===== src/rtl/alu_arbiter_if.sv =====
// alu_arbiter_if: request/response bundle between the issue-side requesters
// (master) and the alu arbiter (slave). Two ports share every field; port i
// occupies slice i of each packed vector.
interface alu_arbiter_if #(
    parameter int XLEN  = 32,
    parameter int OP_W  = 6,
    parameter int EXC_W = 8
);
    logic [1:0]          req_valid;
    logic [1:0]          req_ready;
    logic [2*OP_W-1:0]   req_op;
    logic [1:0]          req_check_ovf;
    logic [2*XLEN-1:0]   req_next_pc;
    logic [2*XLEN-1:0]   req_rs_val;
    logic [2*XLEN-1:0]   req_rt_val;
    logic [2*XLEN-1:0]   req_const_val;
    logic [1:0]          resp_valid;
    logic [1:0]          resp_ready;
    logic [XLEN-1:0]     resp_out_val;
    logic [XLEN-1:0]     resp_br_target;
    logic                resp_br_enable;
    logic [EXC_W-1:0]    resp_exception;

    modport master (
        output req_valid, req_op, req_check_ovf, req_next_pc,
               req_rs_val, req_rt_val, req_const_val, resp_ready,
        input  req_ready, resp_valid, resp_out_val, resp_br_target,
               resp_br_enable, resp_exception
    );

    modport slave (
        input  req_valid, req_op, req_check_ovf, req_next_pc,
               req_rs_val, req_rt_val, req_const_val, resp_ready,
        output req_ready, resp_valid, resp_out_val, resp_br_target,
               resp_br_enable, resp_exception
    );
endinterface


===== src/rtl/alu_arbiter.sv =====
// alu_arbiter: shares one combinational alu between the execute stage (port 0)
// and memory address generation (port 1). A request is accepted in IDLE or in
// the RESP cycle whose response handshakes, its operands are registered onto
// the alu inputs, the alu result is captured one cycle later and presented on
// the shared response bus tagged one-hot with the granted port.
// Optional feature: define ALU_ARB_RR_EN for round-robin arbitration on
// contention; without it port 0 always wins contention.
module alu_arbiter #(
    parameter int XLEN  = 32,
    parameter int OP_W  = 6,
    parameter int EXC_W = 8
) (
    input  logic             clk,
    input  logic             rst,
    alu_arbiter_if.slave     bus,
    output logic             busy,
    output logic [OP_W-1:0]  alu_op,
    output logic             alu_check_overflow,
    output logic [XLEN-1:0]  alu_next_pc,
    output logic [XLEN-1:0]  alu_rs_val,
    output logic [XLEN-1:0]  alu_rt_val,
    output logic [XLEN-1:0]  alu_const_val,
    input  logic [XLEN-1:0]  alu_out_val,
    input  logic [XLEN-1:0]  alu_br_target,
    input  logic             alu_br_enable,
    input  logic [EXC_W-1:0] alu_exception
);

    typedef enum logic [1:0] {
        IDLE = 2'd0,
        EXEC = 2'd1,
        RESP = 2'd2
    } state_t;

    state_t            state_r;
    logic              grant_r;
    logic              last_grant_r;
    logic [1:0]        resp_valid_r;
    logic [XLEN-1:0]   resp_out_val_r;
    logic [XLEN-1:0]   resp_br_target_r;
    logic              resp_br_enable_r;
    logic [EXC_W-1:0]  resp_exception_r;

    logic              handshake_s;
    logic              window_s;
    logic              accept_s;
    logic              sel_s;
    logic [1:0]        req_ready_s;
    logic [OP_W-1:0]   op_sel_s;
    logic              ovf_sel_s;
    logic [XLEN-1:0]   npc_sel_s;
    logic [XLEN-1:0]   rs_sel_s;
    logic [XLEN-1:0]   rt_sel_s;
    logic [XLEN-1:0]   const_sel_s;

    // resp_valid_r is one-hot on the grant, so masking with it ignores the
    // non-granted resp_ready bit.
    assign handshake_s = (state_r == RESP) && ((resp_valid_r & bus.resp_ready) != 2'b00);
    assign window_s    = (state_r == IDLE) || handshake_s;
    assign accept_s    = window_s && (bus.req_valid != 2'b00);

    // Pick the winning requester and raise its ready strobe inside the accept window
    always_comb begin
        sel_s       = 1'b0;
        req_ready_s = 2'b00;
`ifdef ALU_ARB_RR_EN
        if (bus.req_valid == 2'b11) begin
            sel_s = ~last_grant_r;
        end else begin
            sel_s = bus.req_valid[1];
        end
`else
        if (bus.req_valid[0]) begin
            sel_s = 1'b0;
        end else begin
            sel_s = bus.req_valid[1];
        end
`endif
        if (accept_s) begin
            req_ready_s = sel_s ? 2'b10 : 2'b01;
        end else begin
            req_ready_s = 2'b00;
        end
    end

    assign op_sel_s    = sel_s ? bus.req_op[2*OP_W-1:OP_W]        : bus.req_op[OP_W-1:0];
    assign ovf_sel_s   = sel_s ? bus.req_check_ovf[1]             : bus.req_check_ovf[0];
    assign npc_sel_s   = sel_s ? bus.req_next_pc[2*XLEN-1:XLEN]   : bus.req_next_pc[XLEN-1:0];
    assign rs_sel_s    = sel_s ? bus.req_rs_val[2*XLEN-1:XLEN]    : bus.req_rs_val[XLEN-1:0];
    assign rt_sel_s    = sel_s ? bus.req_rt_val[2*XLEN-1:XLEN]    : bus.req_rt_val[XLEN-1:0];
    assign const_sel_s = sel_s ? bus.req_const_val[2*XLEN-1:XLEN] : bus.req_const_val[XLEN-1:0];

    // Arbiter FSM: latch the accepted request, capture the alu result, hold the response
    always_ff @(posedge clk) begin
        if (rst) begin
            state_r            <= IDLE;
            grant_r            <= 1'b0;
            last_grant_r       <= 1'b1;
            resp_valid_r       <= 2'b00;
            resp_out_val_r     <= {XLEN{1'b0}};
            resp_br_target_r   <= {XLEN{1'b0}};
            resp_br_enable_r   <= 1'b0;
            resp_exception_r   <= {EXC_W{1'b0}};
            alu_op             <= {OP_W{1'b0}};
            alu_check_overflow <= 1'b0;
            alu_next_pc        <= {XLEN{1'b0}};
            alu_rs_val         <= {XLEN{1'b0}};
            alu_rt_val         <= {XLEN{1'b0}};
            alu_const_val      <= {XLEN{1'b0}};
        end else begin
            if (accept_s) begin
                grant_r            <= sel_s;
                alu_op             <= op_sel_s;
                alu_check_overflow <= ovf_sel_s;
                alu_next_pc        <= npc_sel_s;
                alu_rs_val         <= rs_sel_s;
                alu_rt_val         <= rt_sel_s;
                alu_const_val      <= const_sel_s;
            end else begin
                grant_r <= grant_r;
            end
            // last_grant only moves on an accept
            last_grant_r <= accept_s ? sel_s : last_grant_r;

            case (state_r)
                IDLE: begin
                    resp_valid_r <= 2'b00;
                    state_r      <= accept_s ? EXEC : IDLE;
                end
                EXEC: begin
                    resp_out_val_r   <= alu_out_val;
                    resp_br_target_r <= alu_br_target;
                    resp_br_enable_r <= alu_br_enable;
                    resp_exception_r <= alu_exception;
                    resp_valid_r     <= grant_r ? 2'b10 : 2'b01;
                    state_r          <= RESP;
                end
                RESP: begin
                    if (handshake_s) begin
                        resp_valid_r <= 2'b00;
                        state_r      <= accept_s ? EXEC : IDLE;
                    end else begin
                        resp_valid_r <= resp_valid_r;
                        state_r      <= RESP;
                    end
                end
                default: begin
                    resp_valid_r <= 2'b00;
                    state_r      <= IDLE;
                end
            endcase
        end
    end

    assign busy               = (state_r != IDLE);
    assign bus.req_ready      = req_ready_s;
    assign bus.resp_valid     = resp_valid_r;
    assign bus.resp_out_val   = resp_out_val_r;
    assign bus.resp_br_target = resp_br_target_r;
    assign bus.resp_br_enable = resp_br_enable_r;
    assign bus.resp_exception = resp_exception_r;

endmodule


===== src/flat_wrapper.sv =====
// flat-port wrapper written by rule: the top's interface ports become plain ports
module alu_arbiter_flat 
#(
    parameter int XLEN  = 32,
    parameter int OP_W  = 6,
    parameter int EXC_W = 8
)
  (clk, rst, busy, alu_op, alu_check_overflow, alu_next_pc, alu_rs_val, alu_rt_val, alu_const_val, alu_out_val, alu_br_target, alu_br_enable, alu_exception, bus_req_valid, bus_req_op, bus_req_check_ovf, bus_req_next_pc, bus_req_rs_val, bus_req_rt_val, bus_req_const_val, bus_resp_ready, bus_req_ready, bus_resp_valid, bus_resp_out_val, bus_resp_br_target, bus_resp_br_enable, bus_resp_exception);
  alu_arbiter_if #(.XLEN(XLEN), .OP_W(OP_W), .EXC_W(EXC_W)) bus_i ();
  input  logic clk;
  input  logic rst;
  output logic busy;
  output logic [OP_W-1:0] alu_op;
  output logic alu_check_overflow;
  output logic [XLEN-1:0] alu_next_pc;
  output logic [XLEN-1:0] alu_rs_val;
  output logic [XLEN-1:0] alu_rt_val;
  output logic [XLEN-1:0] alu_const_val;
  input  logic [XLEN-1:0] alu_out_val;
  input  logic [XLEN-1:0] alu_br_target;
  input  logic alu_br_enable;
  input  logic [EXC_W-1:0] alu_exception;
  input wire logic [$bits(bus_i.req_valid)-1:0] bus_req_valid;
  input wire logic [$bits(bus_i.req_op)-1:0] bus_req_op;
  input wire logic [$bits(bus_i.req_check_ovf)-1:0] bus_req_check_ovf;
  input wire logic [$bits(bus_i.req_next_pc)-1:0] bus_req_next_pc;
  input wire logic [$bits(bus_i.req_rs_val)-1:0] bus_req_rs_val;
  input wire logic [$bits(bus_i.req_rt_val)-1:0] bus_req_rt_val;
  input wire logic [$bits(bus_i.req_const_val)-1:0] bus_req_const_val;
  input wire logic [$bits(bus_i.resp_ready)-1:0] bus_resp_ready;
  output wire logic [$bits(bus_i.req_ready)-1:0] bus_req_ready;
  output wire logic [$bits(bus_i.resp_valid)-1:0] bus_resp_valid;
  output wire logic [$bits(bus_i.resp_out_val)-1:0] bus_resp_out_val;
  output wire logic [$bits(bus_i.resp_br_target)-1:0] bus_resp_br_target;
  output wire logic [$bits(bus_i.resp_br_enable)-1:0] bus_resp_br_enable;
  output wire logic [$bits(bus_i.resp_exception)-1:0] bus_resp_exception;
  assign bus_i.req_valid = bus_req_valid;
  assign bus_i.req_op = bus_req_op;
  assign bus_i.req_check_ovf = bus_req_check_ovf;
  assign bus_i.req_next_pc = bus_req_next_pc;
  assign bus_i.req_rs_val = bus_req_rs_val;
  assign bus_i.req_rt_val = bus_req_rt_val;
  assign bus_i.req_const_val = bus_req_const_val;
  assign bus_i.resp_ready = bus_resp_ready;
  assign bus_req_ready = bus_i.req_ready;
  assign bus_resp_valid = bus_i.resp_valid;
  assign bus_resp_out_val = bus_i.resp_out_val;
  assign bus_resp_br_target = bus_i.resp_br_target;
  assign bus_resp_br_enable = bus_i.resp_br_enable;
  assign bus_resp_exception = bus_i.resp_exception;
  alu_arbiter #(.XLEN(XLEN), .OP_W(OP_W), .EXC_W(EXC_W)) u_core (.clk(clk), .rst(rst), .bus(bus_i), .busy(busy), .alu_op(alu_op), .alu_check_overflow(alu_check_overflow), .alu_next_pc(alu_next_pc), .alu_rs_val(alu_rs_val), .alu_rt_val(alu_rt_val), .alu_const_val(alu_const_val), .alu_out_val(alu_out_val), .alu_br_target(alu_br_target), .alu_br_enable(alu_br_enable), .alu_exception(alu_exception));
endmodule

===== config.mk =====
export PLATFORM = sky130hd
export DESIGN_NAME = alu_arbiter_flat
export DESIGN_NICKNAME = d
export VERILOG_FILES = /design/src/rtl/alu_arbiter_if.sv /design/src/rtl/alu_arbiter.sv /design/src/flat_wrapper.sv
export SDC_FILE = /design/constraint.sdc
export NUM_CORES = 1
export LEC_CHECK = 0
export ABC_AREA = 1
export BUFFER_PORTS_ARGS = -buffer_cell sky130_fd_sc_hd__buf_2
export CAP_MARGIN = 20
export CORE_AREA = 2 2 218 220
export CTS_BUF_LIST = sky130_fd_sc_hd__clkbuf_4
export DETAILED_ROUTE_END_ITERATION = 10
export DIE_AREA = 0 0 220 222
export SYNTH_ARGS = -nofsm -noshare
export SYNTH_HDL_FRONTEND = slang
export SYNTH_SLANG_ARGS = --single-unit
export TNS_END_PERCENT = 10

===== constraint.sdc =====
create_clock -name clk -period 1.28 [get_ports clk]
set_input_delay 0.064 -clock clk [delete_from_list [all_inputs] [get_ports clk]]
set_output_delay 0.064 -clock clk [all_outputs]
set_load 0.05 [all_outputs]

==> results_dict.tcl, run 1 <==
set metrics [dict create \
    dp_hpwl_um 28900 \
    crit_top_cell "nor2_4" \
    synth_cell_types 19 \
    via_per_inst 4.95 \
    synth_area_leaders "dfxtp_1 45%, nand2_1 16%, nand3_1 14%" \
    core_area_mm2 0.0463 \
    die_h_um 222 \
    ys_seq_elements 213 \
    drtIter0Drc 1335 \
    cts_root_buf "clkbuf_4" \
    cts.sinks 213 \
    clockBufferDepth 3 \
    wire_per_inst_um 19.5 \
    fin_skew_ns 0.0919 \
    crit_path_end_kind "primary output" \
    yosys_warnings 0 \
    irDropWorstVdd_uv 803 \
    worstPathRequired_ns 1.22 \
    synth.top_cells.by_count "411 x nand2_1, 272 x nand3_1, 213 x dfxtp_1" \
    yosys.area.top_type_share 0.445 \
    power.density_mw_per_mm2 1120 \
    nets 2855 \
    path_clk_slew_ns 0.07 \
    leakagePower_uw 0.0103 \
    max_slew.worst_pin.slew_ns 0.527 \
    crit_start "u_core.state_r[0]" \
    maxCapViolations 0 \
    min_to "u_core.bus.resp_valid[1]" \
    final_antenna_net_count 0 \
    rsz0062_at_grt "true" \
    port_buffers 561 \
    vias 15626 \
    crit_slowest_cell "dfxtp_2" \
    r2r_cells 9 \
    hold_viol_final 3 \
    ys.flop_type "dfxtp_1" \
    start_util 0.207 \
    postSynthCellCount 1401 \
    cts_tree "done" \
    async_flop_share 0 \
    failed_checks "hold timing, setup timing" \
    clk_latency_ns 0.81 \
    dp.cells 2503 \
    slowest_delay_ns 0.34 \
    startpoint_type "flop" \
    status "finished, violations left" \
    fin_crit_sh 1.45 \
    worst-r2r-setup-slack_ns -0.37 \
    path_max_fanout 3 \
    placed_area_mm2 0.0133 \
    grt_pass1_wl_um 84600 \
    slew-limit-headroom 0.649 \
    grtUsageTotal 0.219 \
    synth_edf_count 0 \
    die_area_mm2 0.0488 \
    cp_num_buf_inv 2 \
    hold_path_depth 4 \
    yosysSeqAreaShare 0.445 \
    area_delta_synth_final_pct 137 \
    drc 0 \
    avgSynthCellArea_um2 6.83 \
    min_period_ns 1.85 \
    synth_nets 1750 \
    layout.cells.non_filler 3159 \
    synth_top_cell_by_area "dfxtp_1" \
    numCtsBuffers 58 \
    fin_ws_ns -0.570 \
    path_depth 5 \
    fin_area_mm2 0.0227 \
    core.rowCount 79 \
    hold_start "bus_resp_ready[1]" \
    gp_congestion 0.886 \
    slew_viol_final 0 \
    min_path_type "in2reg" \
    r2r-start "u_core.bus.resp_valid[1]" \
    pin_count 562 \
    cts_hold_buf 512 \
    path_cells "nor2_4, nand2_8, buf_12, nor2_4, buf_8" \
    yosysMostFrequentCell "nand2_1" \
    antenna_found_initial 5 \
    wirelength_um 61700 \
    cts-htree-levels 2 \
    whs_ns -0.374 \
    r2r-end "u_core.alu_rs_val[20]" \
    grt_pass1_vias 15719 \
    finalSetupViolCount 409 \
    grt_max_degree 80 \
    crit_family "simple AND/OR/NAND/NOR gates" \
    drive_gt1_frac 0.428 \
    synthesis.area_mm2 0.00957 \
    die_x_um 220 \
    timing.fmax_ghz 0.540 \
    first_pass_iters 8 \
    critPathKind "reg2out" \
    grt-ovfl-total 0 \
    arrival_ns 1.79 \
]
## metal layers
metal  GRT usage  vias to the layer above  wire (um)
met1       0.222                     7217      21000
met2       0.372                     1191      29700
met5           0                        -         37
li1            -                     6853          -
met4       0.160                        6       4610
met3      0.0716                      359       6380
## where the power goes
group	total, uW	switching, uW	internal [uW]
clock	6470	3230	3240
combinational	10600	5780	4860
sequential	8190	737	7450
## cells by family after synthesis
group,after synthesis,synth area share
AOI/OAI and AO/OA,212,0.111
buffers and inverters,135,0.0763
DFF,213,0.445
and+or+nand+nor,841,0.367
## sequential cells by signal, indices dropped and copies added (netlist names)
| signal | cells |
|---|---|
| u_core.alu_rs_val | 32 |
| u_core.grant_r | 1 |
| u_core.bus.resp_br_enable | 1 |
| u_core.bus.resp_br_target | 32 |
| u_core.state_r | 2 |
| u_core.bus.resp_out_val | 32 |
| u_core.alu_op | 6 |
| u_core.bus.resp_exception | 8 |
| u_core.alu_const_val | 32 |
| u_core.bus.resp_valid | 2 |
| u_core.alu_check_overflow | 1 |
| u_core.alu_rt_val | 32 |
| u_core.alu_next_pc | 32 |
## how the worst max path moves through the flow
stage | slack [ns] | to
floorplan | 0.006 | bus_req_ready[1]
global placement | -0.09 | u_core.alu_rs_val[0]
detailed placement | -0.13 | u_core.alu_rs_val[18]
CTS | -0.63 | bus_req_ready[1]
global route | -0.69 | bus_req_ready[1]
finish | -0.57 | bus_req_ready[1]
## area by class of cell
class / count / area [um^2]
Clock buffer: 92 / 691
Timing Repair Buffer: 1174 / 11500
Inverter: 6 / 27.5
Tap cell: 607 / 759
Multi-Input combinational cell: 1053 / 5070
Fill cell: 3806 / 23600
Clock inverter: 11 / 53.8
Antenna cell: 3 / 7.51
Sequential cell: 213 / 4600
## placed cells by master, fill, tap and decap left out, types with 10 or more instances in the layout
master,n
nand2_4,16
a21oi_2,69
buf_6,19
clkbuf_4,92
buf_8,203
nand3_1,271
o21ai_1,10
o21ai_0,63
dlygate4sd3_1,512
dfxtp_2,182
clkbuf_16,12
a21oi_1,70
buf_12,29
dfxtp_4,30
nand2_1,372
nor2_1,148
buf_4,49
nand2_2,23
buf_2,346
## worst reg2reg max path: stages (launching register included)
cell and delay (ns):
dfxtp_4 0.36, nand2_4 0.08, nand3_4 0.12, nand2_8 0.11
buf_4 0.11, buf_12 0.13, buf_6 0.11, clkbuf_16 0.21
nand2_1 0.09, a21oi_1 0.17
## what timing repair did
action	4_1_cts	5_1_grt
endpoints found under the setup margin	347	413
gates cloned	0	13
hold endpoints to repair	213	4
pin swaps	5	96
buffers inserted	10	16
gates resized for setup	843	192
## stage by stage
stage,util,TNS [ns],worst slack [ns],power [uW]
6_report,0.491,-62.57,-0.570,25300
5_1_grt,0.491,-97.23,-0.694,26300
4_1_cts,0.466,-50.35,-0.631,23800
3_5_place_dp,0.287,-8.21,-0.129,14400
3_3_place_gp,0.287,-7.75,-0.0893,14300
2_1_floorplan,-,0,0.00615,12200
(Power assumes the default switching activity.)
==> run 2, diff against run 1 <==
GPL_TIMING_DRIVEN = 0   (was not set)
clock period = 1.7 ns   (was 1.28 ns; I/O delays follow)
==> run 2 against run 1 <==
Net effect:
- the flow finishes with violations (setup timing)
- non-clock buffer count decreased by 106
- power decreased by 35%
- clock-buffer cell count decreased by 5
- die area unchanged
- sequential cell count unchanged
- cell area decreased by 21%
- worst hold slack improved by 0.44 ns
- first-iteration DRC count decreased by 27%
- wire length decreased by 19%
- sequential share of layout area increased by 3.7 points
- clock skew decreased by 0.067 ns
==> results_dict.tcl, run 2 (same netlist as run 1, synthesis figures left out) <==
set metrics [dict create \
    path_clk_slew_ns 0.06 \
    min_path_type "in2reg" \
    grt_pass1_vias 13728 \
    wirelength_um 50000 \
    arrival_ns 1.71 \
    crit_path_end_kind "primary output" \
    dp_hpwl_um 35400 \
    finalSetupViolCount 2 \
    fin_crit_sh 1.05 \
    clk_latency_ns 0.73 \
    slowest_delay_ns 0.36 \
    failed_checks "setup timing" \
    timing.fmax_ghz 0.558 \
    grtUsageTotal 0.194 \
    grt-ovfl-total 0 \
    p_clk_frac 0.289 \
    numCtsBuffers 57 \
    area_delta_synth_final_pct 86.1 \
    grt_max_degree 17 \
    drive_gt1_frac 0.318 \
    die_area_mm2 0.0488 \
    antenna_found_initial 4 \
    core_area_mm2 0.0463 \
    cts_root_buf "clkbuf_4" \
    final_antenna_net_count 0 \
    die_x_um 220 \
    critPathKind "reg2out" \
    startpoint_type "flop" \
    leakagePower_uw 0.00900 \
    min_period_ns 1.79 \
    crit_slowest_cell "dfxtp_4" \
    via_per_inst 4.55 \
    irDropWorstVdd_uv 469 \
    p_sw_uw 6380 \
    hold_viol_final 0 \
    port_buffers 560 \
    power.density_mw_per_mm2 922 \
    drc 0 \
    worstPathRequired_ns 1.62 \
    tns_ns -0.159 \
    clockBufferDepth 3 \
    pin_count 562 \
    fin_area_mm2 0.0178 \
    fin_ws_ns -0.0909 \
    slew_viol_final 0 \
    gp_congestion 0.956 \
    nets 2748 \
    grt_pass1_wl_um 74100 \
    vias 13910 \
    final_common_cell "buf_2" \
    path_max_fanout 3 \
    maxCapViolations 0 \
    final_cell_mix "625 x buf_2, 408 x nand2_1, 363 x dlygate4sd3_1" \
    path_cells "nor2_4, nand2_4, buf_8, nor2_4, buf_8" \
    cts.sinks 213 \
    share_comb_of_total_power 0.359 \
    status "finished, violations left" \
    die_h_um 222 \
    cts-htree-levels 2 \
    dp_slack_ns -0.232 \
    wire_per_inst_um 16.4 \
    p_int_uw 10000 \
    placed_area_mm2 0.0131 \
    start_util 0.207 \
    fin_skew_ns 0.0246 \
    max_slew.worst_pin.slew_ns 0.712 \
    netSwitchingFraction 0.388 \
    core.rowCount 79 \
    drtIter0Drc 968 \
    slew-limit-headroom 0.525 \
    rsz0062_at_grt "true" \
    first_pass_iters 6 \
    seqPwrFrac 0.352 \
    cts_tree "done" \
]
==> run 2: changes by cell type in the layout (fill, tap and decap cells not counted), moves of 36 or more <==
cell and delta:
dlygate4sd3_1 -149, a21oi_2 -68, dfxtp_1 +208, buf_8 -198, dfxtp_2 -180, nand2_1 +36, a21oi_1 +68, buf_2 +279
==> run 2: power groups by stage <==
stage | logic [uW] | registers (uW) | clock network, uW
3_3_place_gp | 4890 | 5850 | 0
2_1_floorplan | 1560 | 7590 | 0
4_1_cts | 5810 | 5770 | 4920
6_report | 5900 | 5780 | 4750
5_1_grt | 6270 | 5830 | 5190
3_5_place_dp | 4920 | 5870 | 0
==> run 2: per-stage QoR <==
step	total power, uW	instances	hold slack, ns	util
2_1_floorplan	9150	1401	0.220	-
3_3_place_gp	10700	2568	0.309	0.284
3_5_place_dp	10800	2568	0.312	0.284
4_1_cts	16500	3051	0.00417	0.384
5_1_grt	17300	3054	0.0248	0.385
6_report	16400	3057	0.0663	0.385
==> run 2: critical path: cells and delay by family, from the launching register on <==
| kind | cells | cell delay, ns |
|---|---|---|
| buffers and inverters | 2 | 0.28 |
| DFF | 1 | 0.36 |
| and+or+nand+nor | 3 | 0.33 |
==> run 2: path summary, 6_finish.rpt <==
kind / start / endpoint / slack (ns) / depth (start not counted)
worst max-delay path: u_core.state_r[0] / bus_req_ready[1] / -0.09 / 5
worst min-delay path: bus_resp_ready[0] / u_core.state_r[0] / 0.07 / 7
worst max register to register: u_core.state_r[0] / u_core.alu_const_val[10] / 0.02 / 7
worst min register to register: u_core.alu_next_pc[31] / u_core.alu_next_pc[31] / 0.46 / 2
==> run 2: what timing repair did <==
action,CTS,global route
hold endpoints to repair,213,0
gates cloned,0,0
resized for setup,27,18
setup endpoints to repair,6,60
hold buffers,371,0
buffers inserted,7,4
pin swaps,4,4
==> run 2: area by class of cell <==
class | instances | area [um^2]
Clock inverter | 18 | 106
Multi-Input combinational cell | 1053 | 4640
Antenna cell | 5 | 12.5
Tap cell | 607 | 759
Fill cell | 4677 | 28400
Sequential cell | 213 | 4270
Inverter | 6 | 22.5
Timing Repair Buffer | 940 | 6620
Clock buffer | 87 | 653
Buffer | 128 | 739
==> run 2: per-layer routing <==
| metal | track usage | part of all wire | vias to the layer above |
|---|---|---|---|
| li1 | - | - | 6649 |
| met1 | 0.223 | 0.40 | 6412 |
| met2 | 0.346 | 0.49 | 709 |
| met3 | 0.0402 | 0.075 | 138 |
| met4 | 0.0786 | 0.035 | 2 |
| met5 | 0 | 0.00028 | - |
==> run 3, diff against run 2 <==
clock period = 1.8 ns   (was 1.7 ns; I/O delays follow)
==> run 3 against run 2 <==
Net effect:
- the run now ends clean
- non-clock buffer count decreased by 14
- combinational power fell by 6.4%
- wire length decreased by 0.84%
- core utilization is 0.33 points lower
- first-iteration DRC count is 9.7% lower
- critical path type unchanged
- critical endpoint unchanged
- largest power group unchanged
==> results_dict.tcl, run 3 (same netlist as run 1, synthesis figures left out) <==
set metrics [dict create \
    slew-limit-headroom 0.525 \
    port_buffers 560 \
    final_util 0.382 \
    r2r-start "u_core.bus.resp_valid[1]" \
    core.rowCount 79 \
    slew_viol_final 0 \
    numCtsBuffers 57 \
    area_delta_synth_final_pct 84.5 \
    clk_latency_ns 0.73 \
    nets 2734 \
    grt-ovfl-total 0 \
    wirelength_um 49600 \
    dp_hpwl_um 35400 \
    path_clk_slew_ns 0.07 \
    fin_crit_sh 0.989 \
    via_per_inst 4.53 \
    pin_count 562 \
    cts.sinks 213 \
    min_path_type "in2reg" \
    power.density_mw_per_mm2 875 \
    first_pass_iters 5 \
    worst-r2r-setup-slack_ns 0.09 \
    final_cell_mix "629 x buf_2, 408 x nand2_1, 360 x dlygate4sd3_1" \
    antenna_found_initial 4 \
    whs_ns 0.108 \
    clockBufferDepth 3 \
    hold_viol_final 0 \
    drive_gt1_frac 0.317 \
    cts-htree-levels 2 \
    drtIter0Drc 874 \
    final_common_cell "buf_2" \
    hold_start "alu_br_target[22]" \
    die_x_um 220 \
    fillers 4692 \
    start_util 0.207 \
    drc 0 \
    die_area_mm2 0.0488 \
    crit_path_end_kind "primary output" \
    worstPathRequired_ns 1.71 \
    final_antenna_net_count 0 \
    vias 13800 \
    die_h_um 222 \
    wire_per_inst_um 16.3 \
    gp_congestion 0.956 \
    cts_tree "done" \
    layout.cells.non_filler 3043 \
    timing.fmax_ghz 0.562 \
    min_period_ns 1.78 \
    fin_skew_ns 0.0217 \
    status "complete, no violations" \
    cts_root_buf "clkbuf_4" \
    grtUsageTotal 0.192 \
    grt_pass1_wl_um 73600 \
    maxCapViolations 0 \
    rsz0062_at_grt "true" \
    arrival_ns 1.69 \
    crit_start "u_core.bus.resp_valid[1]" \
    irDropWorstVdd_uv 442 \
    grt_pass1_vias 13586 \
    core_area_mm2 0.0463 \
    critPathKind "reg2out" \
    grt_max_degree 19 \
    finalSetupViolCount 0 \
    max_slew.worst_pin.slew_ns 0.712 \
    leakagePower_uw 0.00892 \
    path_max_fanout 4 \
    dp.cells 2568 \
    startpoint_type "flop" \
]
==> run 3: worst paths after layout <==
kind	to	cells after the start
max	bus_req_ready[1]	6
min	u_core.bus.resp_br_target[22]	4
max reg2reg	u_core.alu_const_val[13]	8
min reg2reg	u_core.alu_const_val[8]	2
==> run 3: worst max-delay path, cell delays in order, from the launching register on <==
cell and delay (ns):
dfxtp_4 0.35, nand2_4 0.06, nand3_4 0.10, nand2_4 0.06, buf_12 0.13, nor2_4 0.09
buf_8 0.15
==> run 3: area by class of cell <==
cell class	count	area, um^2	share of cell area
clock buffers	87	653	0.0370
diodes	5	12.5	0.000708
inverters	6	22.5	0.00127
clock inverters	18	106	0.00602
multi-input cells	1053	4630	0.262
repair buffers	926	6470	0.367
flip-flops and latches	213	4270	0.242
well taps	607	759	0.0430
plain buffers	128	733	0.0415
==> run 3: routing by layer <==
metal,track usage,vias to the layer above,wire [um]
met2,0.342,687,24400
li1,-,6628,-
met5,0,-,13
met4,0.0766,2,1730
met3,0.0396,125,3650
met1,0.223,6358,19800
==> run 3: timing repair <==
action,CTS,global route
endpoints found under the setup margin,2,4
buffers inserted,5,0
gates resized for setup,28,4
hold endpoints to repair,213,0
pin swaps,2,1
hold buffers,360,0
==> run 3: through the flow <==
step / setup WS [ns] / power [uW] / cell area, um^2 / TNS [ns]
after global placement: -0.0883 / 10100 / 13100 / -0.763
after CTS: -0.0998 / 15600 / 17600 / -0.144
final: 0.0202 / 15500 / 17700 / 0
after floorplan: 0.119 / 8640 / 9580 / 0
after global routing: -0.120 / 16300 / 17700 / -0.207
after detailed placement: -0.137 / 10200 / 13100 / -1.23
==> run 3: report_power, final <==
group	leakage, uW	switching [uW]	internal [uW]	total, uW
clock network	0.000449	2130	2350	4480
registers	0.00176	258	5200	5460
logic	0.00672	3620	1890	5520
total	0.00892	6010	9440	15500
